### src/rtl/piso_shift_reg_tx_if.sv
// Handshake/serial bundle for the parallel-in/serial-out transmit register.
// master: word producer and serial consumer; slave: piso_shift_reg_tx itself.
interface piso_shift_reg_tx_if #(
   parameter int unsigned WIDTH = 4
);
   logic [WIDTH-1:0] data_in;
   logic             load_valid;
   logic             load_ready;
   logic             ser_out;
   logic             ser_valid;
   logic             ser_last;
   logic             busy;

   modport master (
      output data_in, load_valid,
      input  load_ready, ser_out, ser_valid, ser_last, busy
   );

   modport slave (
      input  data_in, load_valid,
      output load_ready, ser_out, ser_valid, ser_last, busy
   );
endinterface

### src/rtl/piso_shift_reg_tx.sv
// Parallel-in/serial-out transmit register.
// Accepts a WIDTH-bit word on a valid/ready handshake and shifts it out one
// bit per clock, MSB or LSB first, with ser_valid/ser_last framing.
// Optional feature: define PIPO_TX_PARITY_EN to append an even-parity bit
// to every frame (ser_last then marks the parity bit).
module piso_shift_reg_tx #(
   parameter int unsigned WIDTH     = 4,
   parameter bit          MSB_FIRST = 1'b1
) (
   input  logic                 clk,
   input  logic                 rst_n,
   piso_shift_reg_tx_if.slave   bus
);

   localparam int unsigned    CW       = $clog2(WIDTH + 1);
   localparam logic [CW-1:0]  LAST_IDX = CW'(WIDTH - 1);
   localparam logic [CW-1:0]  PREV_IDX = CW'(WIDTH - 2);

   typedef enum logic [1:0] {
      IDLE,
      SHIFT
`ifdef PIPO_TX_PARITY_EN
      , PARITY
`endif
   } state_t;

   state_t            state;
   logic [WIDTH-1:0]  shreg;
   logic [CW-1:0]     bitcnt;
`ifdef PIPO_TX_PARITY_EN
   logic              par_q;
`endif

   logic              accept_c;
   logic [WIDTH-1:0]  shifted_c;
   logic              first_c;
   logic              next_c;

   // Shift direction and the bit that goes out first / next.
   always_comb begin
      shifted_c = MSB_FIRST ? (shreg << 1) : (shreg >> 1);
      first_c   = MSB_FIRST ? bus.data_in[WIDTH-1] : bus.data_in[0];
      next_c    = MSB_FIRST ? shifted_c[WIDTH-1]   : shifted_c[0];
   end

   // Ready when idle or while the final bit of the current frame is on the wire.
`ifdef PIPO_TX_PARITY_EN
   assign bus.load_ready = (state == IDLE) | ((state == PARITY) & bus.ser_last);
`else
   assign bus.load_ready = (state == IDLE) | bus.ser_last;
`endif

   assign accept_c = bus.load_valid & bus.load_ready;

   // Frame FSM: capture on accept, shift each cycle, outputs registered.
   always_ff @(posedge clk or negedge rst_n) begin
      if (!rst_n) begin
         state         <= IDLE;
         shreg         <= '0;
         bitcnt        <= '0;
         bus.ser_out   <= 1'b0;
         bus.ser_valid <= 1'b0;
         bus.ser_last  <= 1'b0;
         bus.busy      <= 1'b0;
`ifdef PIPO_TX_PARITY_EN
         par_q         <= 1'b0;
`endif
      end else if (accept_c) begin
         // New word: first bit goes straight onto the wire next cycle.
         state         <= SHIFT;
         shreg         <= bus.data_in;
         bitcnt        <= '0;
         bus.ser_out   <= first_c;
         bus.ser_valid <= 1'b1;
         bus.ser_last  <= 1'b0;
         bus.busy      <= 1'b1;
`ifdef PIPO_TX_PARITY_EN
         par_q         <= ^bus.data_in;
`endif
      end else begin
         case (state)
            SHIFT: begin
               if (bitcnt == LAST_IDX) begin
`ifdef PIPO_TX_PARITY_EN
                  state         <= PARITY;
                  bitcnt        <= CW'(WIDTH);
                  bus.ser_out   <= par_q;
                  bus.ser_last  <= 1'b1;
`else
                  state         <= IDLE;
                  bitcnt        <= '0;
                  bus.ser_out   <= 1'b0;
                  bus.ser_valid <= 1'b0;
                  bus.ser_last  <= 1'b0;
                  bus.busy      <= 1'b0;
`endif
               end else begin
                  shreg         <= shifted_c;
                  bitcnt        <= bitcnt + 1'b1;
                  bus.ser_out   <= next_c;
`ifndef PIPO_TX_PARITY_EN
                  bus.ser_last  <= (bitcnt == PREV_IDX);
`endif
               end
            end
`ifdef PIPO_TX_PARITY_EN
            PARITY: begin
               state         <= IDLE;
               bitcnt        <= '0;
               bus.ser_out   <= 1'b0;
               bus.ser_valid <= 1'b0;
               bus.ser_last  <= 1'b0;
               bus.busy      <= 1'b0;
            end
`endif
            default: begin
               state         <= IDLE;
               bitcnt        <= '0;
               bus.ser_out   <= 1'b0;
               bus.ser_valid <= 1'b0;
               bus.ser_last  <= 1'b0;
               bus.busy      <= 1'b0;
            end
         endcase
      end
   end

endmodule

### src/flat_wrapper.sv
// flat-port wrapper written by rule: the top's interface ports become plain ports
module piso_shift_reg_tx_flat 
#(
   parameter int unsigned WIDTH     = 4,
   parameter bit          MSB_FIRST = 1'b1
)
  (clk, rst_n, bus_data_in, bus_load_valid, bus_load_ready, bus_ser_out, bus_ser_valid, bus_ser_last, bus_busy);
  piso_shift_reg_tx_if #(.WIDTH(WIDTH)) bus_i ();
  input  logic clk;
  input  logic rst_n;
  input wire logic [$bits(bus_i.data_in)-1:0] bus_data_in;
  input wire logic [$bits(bus_i.load_valid)-1:0] bus_load_valid;
  output wire logic [$bits(bus_i.load_ready)-1:0] bus_load_ready;
  output wire logic [$bits(bus_i.ser_out)-1:0] bus_ser_out;
  output wire logic [$bits(bus_i.ser_valid)-1:0] bus_ser_valid;
  output wire logic [$bits(bus_i.ser_last)-1:0] bus_ser_last;
  output wire logic [$bits(bus_i.busy)-1:0] bus_busy;
  assign bus_i.data_in = bus_data_in;
  assign bus_i.load_valid = bus_load_valid;
  assign bus_load_ready = bus_i.load_ready;
  assign bus_ser_out = bus_i.ser_out;
  assign bus_ser_valid = bus_i.ser_valid;
  assign bus_ser_last = bus_i.ser_last;
  assign bus_busy = bus_i.busy;
  piso_shift_reg_tx #(.WIDTH(WIDTH), .MSB_FIRST(MSB_FIRST)) u_core (.clk(clk), .rst_n(rst_n), .bus(bus_i));
endmodule
### config.mk
export PLATFORM = sky130hd
export DESIGN_NAME = piso_shift_reg_tx_flat
export DESIGN_NICKNAME = d
export VERILOG_FILES = /design/src/rtl/piso_shift_reg_tx_if.sv /design/src/rtl/piso_shift_reg_tx.sv /design/src/flat_wrapper.sv
export SDC_FILE = /design/constraint.sdc
export NUM_CORES = 1
export LEC_CHECK = 0
export ABC_AREA = 1
export CORE_AREA = 2 2 39 41
export CTS_BUF_LIST = sky130_fd_sc_hd__clkbuf_8 sky130_fd_sc_hd__clkbuf_16
export DETAILED_ROUTE_END_ITERATION = 8
export DIE_AREA = 0 0 41 43
export PLACE_DENSITY_LB_ADDON = 0.12
export SLEW_MARGIN = 25
export SYNTH_ARGS = -nofsm -noshare
export SYNTH_HDL_FRONTEND = slang
export SYNTH_SLANG_ARGS = --single-unit
### constraint.sdc
create_clock -name clk -period 3 [get_ports clk]
set_input_delay 0.3 -clock clk [delete_from_list [all_inputs] [get_ports clk]]
set_output_delay 0.3 -clock clk [all_outputs]
set_load 0.01 [all_outputs]
* After elaboration in Yosys (flattened, before gate mapping)
Cells that the tools add are included.
** Storage, ports and cells
- Bits of input ports :: 7
- Word-level logic and storage cells :: 35
- Flip-flop bits (word level) :: 11
** Cells by class
- Equality and inequality tests :: 5
- Reduce and logical (&&, ||, !) cells :: 3
- Bitwise logic cells :: 2
- Muxes and demuxes :: 18
- $add $sub $neg :: 1
** Operator list (number)
- $mux W3 :: 6
- $mux W1 :: 9
- $eq A3 B2 Y1 const B :: 2
- $mux W2 :: 3
- $add A3 B1 Y3 const B :: 1
- $ne A3 B1 Y1 const B :: 1
- $eq A2 B1 Y1 const B :: 1
- $logic_not A2 Y1 :: 1
- $ne A2 B1 Y1 const B :: 1
- $reduce_and A2 Y1 :: 1
- $reduce_bool A2 Y1 :: 1
- $and A1 B1 Y1 :: 1
- $or A1 B1 Y1 :: 1

* Logic depth before layout (Yosys ltp)
Gate-level depths: netlist of the first run.
- Depth after elaboration :: 5
- Mapped depth :: 6
- Depth with buffers taken out :: 6

* Worst setup path after synthesis of the first run
OpenSTA, ideal clock, no wires.
- Path kind :: register to register
- Start point :: register u_core.state[0]
- End point :: register u_core.shreg[1]
- Data required time :: 2.876 ns
- Path slack :: 1.971 ns
- Clock period less this slack :: 1.029 ns
- Library setup time :: 0.124 ns
- Path buffers :: 1
- Stages on the path, launching flop included :: 6
- Arrival time :: 0.905 ns
- Path through :: dfrtp_1 nand2_2 nand2_2 buf_6 nand3_1 nand3_1
** Between the ends
- Cells in the longest elaborated chain, start to end :: 5
** Ends and longest elaborated chain
- start: declaration :: RTL line piso_shift_reg_tx.sv:27 : state_t state;
- start signal: assignment :: RTL line piso_shift_reg_tx.sv:58 : state <= IDLE;
- start signal: assignment :: RTL line piso_shift_reg_tx.sv:70 : state <= SHIFT;
- start signal: assignment :: RTL line piso_shift_reg_tx.sv:90 : state <= IDLE;
- $logic_not A2 Y1 * :: RTL line piso_shift_reg_tx.sv:50 : assign bus.load_ready = (state == IDLE) | bus.ser_last;
- $or A1 B1 Y1 * :: RTL line piso_shift_reg_tx.sv:50
- via bus_load_ready :: RTL line flat_wrapper.sv:13 : output wire logic [$bits(bus_i.load_ready)-1:0] bus_load_ready;
- $and A1 B1 Y1 * :: RTL line piso_shift_reg_tx.sv:53 : assign accept_c = bus.load_valid & bus.load_ready;
- $ne A2 B1 Y1 (no line) or $reduce_bool A2 Y1 (tied branches)
- $reduce_and A2 Y1 (no line)
- end signal: assignment :: RTL line piso_shift_reg_tx.sv:71 : shreg <= bus.data_in;
- end signal: assignment :: RTL line piso_shift_reg_tx.sv:98 : shreg <= shifted_c;
- end: declaration :: RTL line piso_shift_reg_tx.sv:28 : logic [WIDTH-1:0] shreg;
Mark *: on every way through the listed nets, which the timed path passes. The rest lies on a longest branch.
A chain may end at the register's enable or synchronous reset.

* Worst setup path after layout of the first run
- Start point :: register u_core.state[0]
- End point :: output bus_load_ready
** Between the ends
- Cells in the longest elaborated chain, start to end :: 2
** Ends and longest elaborated chain (RTL line)
- $logic_not A2 Y1 :: piso_shift_reg_tx.sv:50
- $or A1 B1 Y1 :: piso_shift_reg_tx.sv:50
- end: declaration :: flat_wrapper.sv:13
No other way between the ends.

==> results.md, run 1 <==
* Leak at 0.300 nW
* CP peak stage delay at 0.53 ns
* Part of the cycle the worst path needs at 54.1%
* Layout Skew at 0.000950 ns
* Max-cap violation count at 0
* Worst EP required at 2.70 ns
* Psw at 0.190 mW
* Final wirelength at 719 um
* CP Data Arrival Time at 1.32 ns
* Hold Buf Count CTS at 0
* Largest net degree at the start of global routing at 12
* Distinct cells, synth at 11
* Worst-margin pin slew at 0.406 ns
* Min Tclk post-route at 1.62 ns
* Fmax at 0.616 GHz
* Die Span Y at 43 um
* Die Wd at 41 um
* Clk slew on worst S/H paths at 0.04 ns
* # Post-CTS Setup Buffers at 0
* Worst VDD drop at 0.296 mV
* # rows at 14
* Total core area at 1380 sq um
* Remaining global-route overflow at 0
* Mean post-synth cell area at 8.81 sq um
* PortBufs at 11
* Switching Fraction at 34.6%
* Status: completed
* WP buf/inv at 1
* Starting density of the core at 30.6%
* Worst Setup Path Type: register to primary output
* Clk buf depth at 2
* Drt first pass iters at 2
* PD cells at 948 nW/um^2
* WL/cell at 9.34 um
* Slowest cell on the critical path: clkdlybuf4s50_1
* Worst Path Max Fanout at 8
* First-pass GRT wire length at 1270 um
* Syn nets at 57
* RD Place Congestion at 0.650
* Clock buffer count from CTS at 3
* Initial antenna violation count at 0
* CTS root buffer: clkbuf_8
* CTS tree: done
* Share of layout cells above drive strength 1 at 11.5%
* Worst-path cell chain: nand2_2 -> clkdlybuf4s50_1
* Post-DP HPWL at 543 um
* Setup tns final at 0 ns
* # setup viols final at 0
* Pint at 0.359 mW
* Critical Path Start: u_core.state[0]
* Synth Warn # at 0
* Max-slew violations at 0
* Hold crit path type: input pin to async pin
* Initial DRC Count at 2
* Antenna cells at 0
* Power share of the clock group at 25.1%
* Seq pwr share at 35.3%
* Post-synthesis sequential area ratio at 53.3%
* RSZ-0062 raised after global routing: no
* Post-Synthesis Cells at 48
* Hold slack at 0.365 ns
* Vias in the first global route at 303
* Mapped cell area at 423 sq um
* Worst slew margin at 72.9%
* H-tree depth at 1
* Clock Latency Late Sink at 0.23 ns
* Nets at 71
* Worst path top cell family by delay: buffers and inverters
* Area Overhead vs Synth at 37.0%
* Global Route Usage Sum at 11.1%
* Commonest non-fill, non-tap cell in the layout: nand2_1
* Hold Fails Final Rpt at 0
* Filler cells at 139
* I/O pins at 12
* Post_cts resized at 0
* Crit start category: register
* Vias after detailed routing at 331
* Die area at 1760 sq um
* Leading cell types in the layout, fill and taps excluded: nand2_1 (14), clkdlybuf4s50_1 (11), dfrtp_1 (9)
* Antenna Nets Post-Route at 0
* Comb power frac at 39.6%
* DRC at 0
* Critical R2R Launch: u_core.bitcnt[0]
* Clock sink count at 9
* Synthesized flop and latch total at 9
* R2r setup slk at 1.89 ns
* Vias per cell at 4.30
* Nature of the critical path endpoint: primary output
[final timing paths]
| kind | end | depth (start not counted) |
|---|---|---|
| worst max-delay path | bus_load_ready | 2 |
| worst min-delay path | u_core.bus.ser_out | 1 |
| worst max register to register | u_core.bus.ser_last | 6 |
| worst min register to register | u_core.bitcnt[0] | 1 |
| max in group asynchronous | u_core.shreg[1] | 1 |
| min in group clk | u_core.bitcnt[0] | 1 |
[through the flow]
step           utilization (%)  power (mW)  instance area (sq um)  setup slack (ns)  std cells
4_1_cts                   41.9       0.560                    579              1.37         77
5_1_grt                   41.9       0.600                    579              1.30         77
6_report                  41.9       0.549                    579              1.38         77
2_1_floorplan                -       0.339                    423              1.97         48
3_5_place_dp              38.6       0.419                    534              1.62         73
3_3_place_gp              38.6       0.418                    534              1.62         73
[state kept, by name, summed over array words and instances (netlist names)]
register / flops
u_core.bitcnt: 3
u_core.shreg: 3
u_core.bus.ser_last: 1
u_core.bus.ser_out: 1
u_core.state: 1
[kinds of logic after synthesis]
group / count (synthesis) / share of synthesized area [%]
adders and majority gates: 2 / 5.92
DFF: 9 / 53.3
buffers and inverters: 8 / 9.76
and+or+nand+nor: 29 / 31.1
[cell usage after synthesis]
library cell / instances / area share [%]
buf_4: 1 / 1.8
nand2_1: 14 / 12
ha_1: 2 / 5.9
nor2_1: 2 / 1.8
dfrtp_1: 9 / 53
nand3_1: 8 / 9.5
inv_1: 6 / 5.3
nand4_1: 1 / 1.5
nand2_2: 3 / 4.4
nor2_2: 1 / 1.5
buf_6: 1 / 2.7
[final cells by class]
cell class | instances | area (sq um) | area share [%]
timing repair buffer | 11 | 110 | 19.0
inverter | 6 | 22.5 | 3.89
clock buffer | 3 | 41.3 | 7.13
tap | 16 | 20.0 | 3.46
multi-input combinational | 31 | 156 | 27.0
clock inverter | 1 | 3.75 | 0.648
sequential | 9 | 225 | 38.9
[power groups by stage]
stage	combinational (mW)	clock (mW)	sequential, mW
2_1_floorplan	0.138	0	0.200
3_3_place_gp	0.223	0	0.195
3_5_place_dp	0.222	0	0.197
4_1_cts	0.223	0.141	0.195
5_1_grt	0.249	0.148	0.204
6_report	0.218	0.138	0.194
[routing by layer]
layer	global-route usage, %	vias up	wire (um)
met4	8.00	0	21
met3	3.14	2	35
met5	0	-	0
met2	13.4	9	324
li1	-	175	-
met1	16.1	145	337
(Power assumes the default switching activity.)
==> inputs of run 2 (changes only) <==
==> constraint.sdc (replaced) <==
create_clock -name clk -period 1.6 [get_ports clk]
set_input_delay 0.16 -clock clk [delete_from_list [all_inputs] [get_ports clk]]
set_output_delay 0.16 -clock clk [all_outputs]
set_load 0.01 [all_outputs]
==> results of run 2 <==
The final DEF is identical to that of run 1. Status: completed.
Main changes from that run: setup slack after placement 1.62 ns -> 0.361 ns; setup slack after layout 1.38 ns -> 0.116 ns; hold slack 0.365 ns -> 0.225 ns; register-to-register setup slack 1.89 ns -> 0.49 ns; total power 0.549 mW -> 1.03 mW; worst IR drop on VDD 0.296 mV -> 0.555 mV
